==> src/rtl/ex_stage_mdu.sv <==
// rtl/ex_stage_mdu.sv - RISC-V execute stage with forwarding, multiplier, iterative divider and EX/MEM register
module ex_stage_mdu #(
    parameter int XLEN          = 32,
    parameter int REG_ADDR_W    = 5,
    parameter int DIV_EARLY_OUT = 1
) (
    input  logic                  clock,
    input  logic                  reset,
    input  logic                  in_valid,
    output logic                  in_ready,
    input  logic [4:0]            op,
    input  logic [XLEN-1:0]       operand_a,
    input  logic [XLEN-1:0]       operand_b,
    input  logic [1:0]            fwd_sel_a,
    input  logic [1:0]            fwd_sel_b,
    input  logic [XLEN-1:0]       wb_data,
    input  logic                  is_jump,
    input  logic [XLEN-1:0]       pt_wdata_in,
    input  logic [REG_ADDR_W-1:0] pt_rd_in,
    input  logic [XLEN-1:0]       pt_pc_in,
    input  logic                  mem_stall,
    input  logic                  flush,
    output logic                  out_valid,
    output logic [XLEN-1:0]       res_out,
    output logic [XLEN-1:0]       pt_wdata_out,
    output logic [REG_ADDR_W-1:0] pt_rd_out,
    output logic [XLEN-1:0]       pt_pc_out,
    output logic                  redirect_valid,
    output logic [XLEN-1:0]       redirect_addr,
    output logic                  busy
);

    localparam int SH_W  = $clog2(XLEN);
    localparam int CNT_W = $clog2(XLEN) + 1;

    localparam logic [4:0] OP_ADD = 5'd0,  OP_SUB = 5'd1,  OP_AND = 5'd2,  OP_OR = 5'd3;
    localparam logic [4:0] OP_XOR = 5'd4,  OP_SLL = 5'd5,  OP_SRL = 5'd6,  OP_SRA = 5'd7;
    localparam logic [4:0] OP_SLT = 5'd8,  OP_SLTU = 5'd9, OP_MUL = 5'd10, OP_MULH = 5'd11;
    localparam logic [4:0] OP_MULHSU = 5'd12, OP_MULHU = 5'd13, OP_DIV = 5'd14, OP_DIVU = 5'd15;
    localparam logic [4:0] OP_REM = 5'd16, OP_REMU = 5'd17;

    typedef enum logic [1:0] {S_IDLE, S_DIV, S_DONE} state_t;

    state_t                state;
    logic [CNT_W-1:0]      cnt;
    logic [XLEN-1:0]       op_a, op_b, alu_res;
    logic [2*XLEN-1:0]     a_ext, b_ext, prod;
    logic [SH_W-1:0]       shamt;
    logic                  is_div_op, is_single, fire;

    logic [XLEN-1:0]       quo, rem, dvs, dvd_raw;
    logic                  neg_q, neg_r, d_rem, d_zero, d_ovf;
    logic [XLEN-1:0]       d_wdata, d_pc;
    logic [REG_ADDR_W-1:0] d_rd;

    always_comb begin
        case (fwd_sel_a)
            2'd1:    op_a = res_out;
            2'd2:    op_a = wb_data;
            default: op_a = operand_a;
        endcase
        case (fwd_sel_b)
            2'd1:    op_b = res_out;
            2'd2:    op_b = wb_data;
            default: op_b = operand_b;
        endcase
    end

    assign is_div_op = (op >= OP_DIV) && (op <= OP_REMU);
    assign is_single = (op <= OP_MULHU);
    assign in_ready  = reset && (state == S_IDLE) && !mem_stall;
    assign fire      = in_valid && in_ready;
    assign shamt     = op_b[SH_W-1:0];

    // One shared multiplier: the operand extension picks signed/unsigned high-half variants.
    assign a_ext = {{XLEN{op_a[XLEN-1] && (op == OP_MULH || op == OP_MULHSU)}}, op_a};
    assign b_ext = {{XLEN{op_b[XLEN-1] && (op == OP_MULH)}}, op_b};
    assign prod  = a_ext * b_ext;

    always_comb begin
        case (op)
            OP_ADD:    alu_res = op_a + op_b;
            OP_SUB:    alu_res = op_a - op_b;
            OP_AND:    alu_res = op_a & op_b;
            OP_OR:     alu_res = op_a | op_b;
            OP_XOR:    alu_res = op_a ^ op_b;
            OP_SLL:    alu_res = op_a << shamt;
            OP_SRL:    alu_res = op_a >> shamt;
            OP_SRA:    alu_res = $signed(op_a) >>> shamt;
            OP_SLT:    alu_res = {{(XLEN-1){1'b0}}, $signed(op_a) < $signed(op_b)};
            OP_SLTU:   alu_res = {{(XLEN-1){1'b0}}, op_a < op_b};
            OP_MUL:    alu_res = prod[XLEN-1:0];
            OP_MULH, OP_MULHSU, OP_MULHU: alu_res = prod[2*XLEN-1:XLEN];
            default:   alu_res = '0;
        endcase
    end

    assign redirect_valid = fire && is_jump && is_single;
    assign redirect_addr  = redirect_valid ? {alu_res[XLEN-1:1], 1'b0} : '0;

    // Operand capture for the divider: magnitudes plus the sign of each result.
    logic            cap_signed, a_neg, b_neg;
    logic [XLEN-1:0] abs_a, abs_b;
    assign cap_signed = (op == OP_DIV) || (op == OP_REM);
    assign a_neg      = cap_signed && op_a[XLEN-1];
    assign b_neg      = cap_signed && op_b[XLEN-1];
    assign abs_a      = a_neg ? -op_a : op_a;
    assign abs_b      = b_neg ? -op_b : op_b;

    // Restoring step: the borrow out of the (XLEN+1)-bit subtract decides the quotient bit.
    logic [XLEN:0]   shifted, diff;
    logic            ge;
    logic [XLEN-1:0] rem_next, quo_next;
    assign shifted  = {rem, quo[XLEN-1]};
    assign diff     = shifted - {1'b0, dvs};
    assign ge       = !diff[XLEN];
    assign rem_next = ge ? diff[XLEN-1:0] : shifted[XLEN-1:0];
    assign quo_next = {quo[XLEN-2:0], ge};

    logic [XLEN-1:0] q_fix, r_fix, div_res;
    always_comb begin
        q_fix = neg_q ? -quo : quo;
        r_fix = neg_r ? -rem : rem;
        if (d_zero) begin
            q_fix = '1;
            r_fix = dvd_raw;
        end else if (d_ovf) begin
            q_fix = dvd_raw;
            r_fix = '0;
        end
        div_res = d_rem ? r_fix : q_fix;
    end

    always_ff @(posedge clock or negedge reset) begin
        if (!reset) begin
            state        <= S_IDLE;
            cnt          <= '0;
            busy         <= 1'b0;
            out_valid    <= 1'b0;
            res_out      <= '0;
            pt_wdata_out <= '0;
            pt_rd_out    <= '0;
            pt_pc_out    <= '0;
            quo          <= '0;
            rem          <= '0;
            dvs          <= '0;
            dvd_raw      <= '0;
            neg_q        <= 1'b0;
            neg_r        <= 1'b0;
            d_rem        <= 1'b0;
            d_zero       <= 1'b0;
            d_ovf        <= 1'b0;
            d_wdata      <= '0;
            d_rd         <= '0;
            d_pc         <= '0;
        end else if (flush) begin
            out_valid <= 1'b0;
            state     <= S_IDLE;
            busy      <= 1'b0;
            cnt       <= '0;
        end else begin
            case (state)
                S_IDLE: begin
                    if (fire && is_div_op) begin
                        state   <= S_DIV;
                        busy    <= 1'b1;
                        cnt     <= '0;
                        quo     <= abs_a;
                        rem     <= '0;
                        dvs     <= abs_b;
                        dvd_raw <= op_a;
                        neg_q   <= a_neg ^ b_neg;
                        neg_r   <= a_neg;
                        d_rem   <= (op == OP_REM) || (op == OP_REMU);
                        d_zero  <= (op_b == '0);
                        d_ovf   <= cap_signed && (op_a == {1'b1, {(XLEN-1){1'b0}}}) && (op_b == '1);
                        d_wdata <= pt_wdata_in;
                        d_rd    <= pt_rd_in;
                        d_pc    <= pt_pc_in;
                    end
                end
                S_DIV: begin
                    rem <= rem_next;
                    quo <= quo_next;
                    cnt <= cnt + 1'b1;
                    if (cnt == CNT_W'(XLEN-1) || ((DIV_EARLY_OUT != 0) && (d_zero || d_ovf)))
                        state <= S_DONE;
                end
                S_DONE: begin
                    if (!mem_stall) begin
                        state <= S_IDLE;
                        busy  <= 1'b0;
                    end
                end
                default: state <= S_IDLE;
            endcase

            if (!mem_stall) begin
                out_valid <= 1'b0;
                if (fire && !is_div_op) begin
                    res_out      <= alu_res;
                    pt_wdata_out <= pt_wdata_in;
                    pt_rd_out    <= pt_rd_in;
                    pt_pc_out    <= pt_pc_in;
                    out_valid    <= 1'b1;
                end else if (state == S_DONE) begin
                    res_out      <= div_res;
                    pt_wdata_out <= d_wdata;
                    pt_rd_out    <= d_rd;
                    pt_pc_out    <= d_pc;
                    out_valid    <= 1'b1;
                end
            end
        end
    end

endmodule

==> config.mk <==
export PLATFORM = sky130hd
export DESIGN_NAME = ex_stage_mdu
export DESIGN_NICKNAME = d
export VERILOG_FILES = /design/src/rtl/ex_stage_mdu.sv
export SDC_FILE = /design/constraint.sdc
export NUM_CORES = 2
export LEC_CHECK = 0
export ABC_CLOCK_PERIOD_IN_PS = 14700
export CAP_MARGIN = 40
export CORE_AREA = 2 2 336 338
export DETAILED_ROUTE_END_ITERATION = 8
export DIE_AREA = 0 0 338 340
export HOLD_SLACK_MARGIN = 0.05
export PLACE_DENSITY = 0.79
export SLEW_MARGIN = 20
export SYNTH_ARGS = -nofsm -noshare
export SYNTH_HDL_FRONTEND = slang
export SYNTH_SLANG_ARGS = --single-unit
==> constraint.sdc <==
create_clock -name clock -period 14.7 [get_ports clock]
set_clock_uncertainty 0.1 [all_clocks]
set_input_delay 1.47 -clock clock [delete_from_list [all_inputs] [get_ports clock]]
set_output_delay 1.47 -clock clock [all_outputs]
set_load 0.01 [all_outputs]
==> impl_results.rst <==
.. list-table::
   :header-rows: 1

   * - Metric
     - Value
   * - Synthesized netlist cell count
     - 8060
   * - Initial standard-cell utilization of the core
     - between 50% and 60%
   * - Total of buffers placed on input and output ports
     - 315
   * - # clock sinks
     - around 310
   * - First-pass GRT wire length
     - between 400 and 500 mm
   * - Area overhead of the layout relative to synthesis
     - 12.77%
   * - Yosys Warn Count
     - 0
   * - Final total negative setup slack
     - 0 ns
   * - GRT overflow
     - 0
   * - CP Max Fanout
     - 54
   * - Post-synth net total
     - 9719
   * - Initial DRC Count
     - 9728
   * - Average wire length per cell after detail routing
     - between 30 and 40 um
   * - Yosys cell types
     - 97
   * - Maximum Capacitance Violations
     - 0
   * - Most common flop cell mapped by yosys
     - sky130_fd_sc_hd__dfrtp_1
   * - Clock root buffer
     - sky130_fd_sc_hd__clkbuf_16
   * - Overall die area
     - 114900 um2
   * - Count of pins over their slew limit
     - 0
   * - Via density per instance
     - 6.780
   * - Iteration count of the initial detailed-routing pass
     - 9
   * - Wire length after detailed routing
     - 320.3 mm
   * - Met2 wire len
     - about 130 mm
   * - Sequential element share of the synthesized area
     - 11.82%
   * - Crit path max-delay family
     - adder cells
   * - Count of placed standard cells including taps
     - a little under 10k
   * - Commonest cells after routing, fill and taps aside
     - sky130_fd_sc_hd__inv_1, sky130_fd_sc_hd__nand2_1, sky130_fd_sc_hd__fa_1
   * - Non-filler cells in the finished layout
     - 9885
   * - Setup Viol. Count Final
     - 0
   * - Core Box Area
     - ~110000 um2
   * - Clock slew at reported path FFs
     - 0.07 ns
   * - Detail Route met3 WL
     - 49.17 mm
   * - Critical path type
     - input pin to output port
   * - Final hold violation count
     - 0
   * - Status
     - finished, final reports clean
   * - Slowest stage cell, crit path
     - sky130_fd_sc_hd__ha_2
   * - Number of remaining DRC errors
     - 0
   * - TritonCTS clock tree
     - built
   * - Unrepaired setup endpoints after global routing
     - no
   * - Number of synthesized flops with an enable pin
     - 0
   * - Area occupied by multi-input gates
     - 51920 um2
   * - Worst-case clock buffer depth
     - 3
   * - Headroom to the max-slew limit
     - 26.88%
   * - # hold bufs at CTS
     - 0
   * - Largest stage delay on the critical path
     - between 0.6 and 0.7 ns
   * - Endpoint type of the worst setup path
     - output port
   * - Count of vias placed by the detailed router
     - 67.03k
   * - All-Layer GR Usage
     - 55.60%
   * - Worst min-delay path class
     - flop to flop
   * - Total number of H-tree levels
     - 1
   * - Global placer's final weighted congestion
     - 1.200
   * - I/O pins
     - 317
   * - Arrival time at the worst endpoint
     - 12.86 ns
   * - Ratio of cells with drive above 1 in the final layout
     - under 10%
   * - Slew @ Worst Pin
     - ~1.1 ns
   * - Met1 layer wirelength in the final routing
     - roughly 100 mm
   * - Number of antenna-violating nets in the routed design
     - 0
   * - CP Launch Type
     - input pin
   * - Total clock buffers created by CTS
     - 28
   * - Post-Route Utilization
     - 66.96%
   * - Sum of net half-perimeters after detailed placement
     - between 200 and 300 mm
   * - Post-synthesis register bit count
     - 313
   * - Count of buffer and inverter cells on the critical path
     - 14
   * - Fillers
     - 8529
   * - Post-CTS Repair Setup Buffers
     - 0
   * - Cell area after synthesis
     - 66250 um2
   * - Antenna violations before repair
     - 25
   * - Final-stage net count
     - 9998
   * - Data required time of the critical path
     - 13.13 ns
   * - Die extent in x
     - 338 um
   * - Tmin final
     - 14.43 ns
   * - Final period util
     - 98.17%
   * - Footprint of the flip-flops and latches
     - 7833 um2
   * - Pin count of the biggest net entering global routing
     - 157
   * - Most common library cell in the layout ignoring fill and taps
     - sky130_fd_sc_hd__inv_1
   * - Insertion delay of the later-clocked pin in the worst-skew pair
     - 0.60 ns
   * - Site Rows
     - 123
   * - Max Clk Rate
     - 0.06929 GHz
   * - Die Span Y
     - 340 um
   * - Average cell area after synthesis
     - 8.220 um2
   * - Via count of the first global-routing pass
     - 68.45k
   * - Top layer used by detailed routing
     - met5
   * - Proportion of synthesized flip-flops having asynchronous set or reset
     - 100.0%
-- cell type report --
type	instances	share of cell area, %
Multi-Input combinational cell	5913	69.49
Sequential cell	313	10.48
Timing Repair Buffer	774	9.552
Inverter	1309	6.587
Tap cell	1500	2.512
Clock buffer	38	1.082
Clock inverter	14	0.2160
Antenna cell	24	0.08038
-- synthesized netlist by cell type (30+ instances only) --
master | count | share of area, %
sky130_fd_sc_hd__xor2_1 | 82 | 1.1
sky130_fd_sc_hd__a221oi_1 | 53 | 0.70
sky130_fd_sc_hd__buf_1 | 80 | 0.45
sky130_fd_sc_hd__nand2b_1 | 53 | 0.50
sky130_fd_sc_hd__a21oi_1 | 328 | 2.5
sky130_fd_sc_hd__a21o_1 | 56 | 0.63
sky130_fd_sc_hd__a31oi_1 | 124 | 1.2
sky130_fd_sc_hd__fa_1 | 1128 | 34
sky130_fd_sc_hd__nor2_1 | 746 | 4.2
sky130_fd_sc_hd__clkbuf_1 | 373 | 2.1
sky130_fd_sc_hd__nand2_1 | 1248 | 7.1
sky130_fd_sc_hd__nor3_1 | 83 | 0.63
sky130_fd_sc_hd__o21bai_1 | 32 | 0.36
sky130_fd_sc_hd__o211ai_1 | 55 | 0.62
sky130_fd_sc_hd__a22oi_1 | 68 | 0.77
sky130_fd_sc_hd__nand3_1 | 73 | 0.55
sky130_fd_sc_hd__inv_1 | 1283 | 7.3
sky130_fd_sc_hd__nor2b_1 | 43 | 0.41
sky130_fd_sc_hd__mux2_2 | 84 | 1.4
sky130_fd_sc_hd__o22ai_1 | 44 | 0.42
sky130_fd_sc_hd__buf_2 | 59 | 0.45
sky130_fd_sc_hd__o21ai_0 | 379 | 2.9
sky130_fd_sc_hd__o21ai_1 | 30 | 0.23
sky130_fd_sc_hd__and3_1 | 32 | 0.30
sky130_fd_sc_hd__o31ai_1 | 35 | 0.40
sky130_fd_sc_hd__xnor2_1 | 144 | 1.9
sky130_fd_sc_hd__a211oi_1 | 88 | 1.0
sky130_fd_sc_hd__nor4_1 | 57 | 0.54
sky130_fd_sc_hd__ha_1 | 351 | 6.6
sky130_fd_sc_hd__dfrtp_1 | 313 | 12
sky130_fd_sc_hd__mux2i_1 | 104 | 1.6
sky130_fd_sc_hd__nand4_1 | 44 | 0.42
-- flip-flops by register name (all words and copies together) (netlist names), 2 cells and up --
register      count
d_rd              5
quo              32
pt_pc_out        32
res_out          32
pt_wdata_out     32
rem              32
cnt               6
d_wdata          32
dvd_raw          32
d_pc             32
pt_rd_out         5
dvs              32
state             2
-- logic make-up (layout without fill, tap and decap cells) --
| kind of cell | after synthesis | in the layout | synth area share, % |
|---|---|---|---|
| other | 1 | 25 | 0.005660 |
| buffers and inverters | 1834 | 2135 | 10.59 |
| AOI/OAI and AO/OA | 1504 | 1504 | 14.67 |
| muxes | 192 | 192 | 3.135 |
| xor gates and xnor gates | 226 | 226 | 2.988 |
| adders and majority gates | 1479 | 1479 | 40.71 |
| DFF | 313 | 313 | 11.82 |
| and+or+nand+nor | 2511 | 2511 | 16.08 |
-- what timing repair did --
| item | CTS | global route |
|---|---|---|
| endpoints found under the setup margin | 0 | 1 |
| gates resized for setup | 0 | 2 |
| endpoints found under the hold margin | 0 | 0 |
-- worst reg2reg max path: cells and delay by family (launching register included) --
kind,cells,cell delay [ns]
XOR/XNOR,1,0.15
adder cells (fa/ha/maj),9,4.48
AO/OA/AOI/OAI,8,2.46
AND/OR/NAND/NOR,5,1.27
flip-flops,1,0.43
buffers and inverters,12,1.62
-- routing by layer --
metal | track usage (%) | vias to the layer above
li1 | - | 26510
met3 | 22.42 | 2035
met4 | 48.02 | 22
met1 | 65.15 | 32490
met2 | 78.96 | 5972
met5 | 0 | -
-- path summary, 6_finish.rpt --
check / start / endpoint / slack [ns] / cells past startpoint
worst max-delay path: fwd_sel_a[0] / redirect_addr[29] / 0.27 / 38
worst min-delay path: dvs[3] / dvs[3] / 0.39 / 2
worst max register to register: res_out[0] / res_out[29] / 4.09 / 35
worst min register to register: dvs[3] / dvs[3] / 0.39 / 2
max in group asynchronous: reset / d_wdata[29] / 12.25 / 2
min in group asynchronous: reset / pt_pc_out[17] / 0.79 / 1
-- through the flow --
step | hold slack (ns) | setup WS [ns] | cell area, um2
after floorplan | 0.3485 | 2.319 | 66250
after global placement | 0.3641 | 0.4029 | 73120
after detailed placement | 0.3704 | 0.6796 | 73420
after CTS | 0.3872 | 0.6433 | 74390
after global routing | 0.4067 | 0.01608 | 74670
final | 0.3872 | 0.2687 | 74710
Power is left out: the tool's default activity adds up to more than one toggle a clock period on the data nets, which glitch-free logic cannot reach.
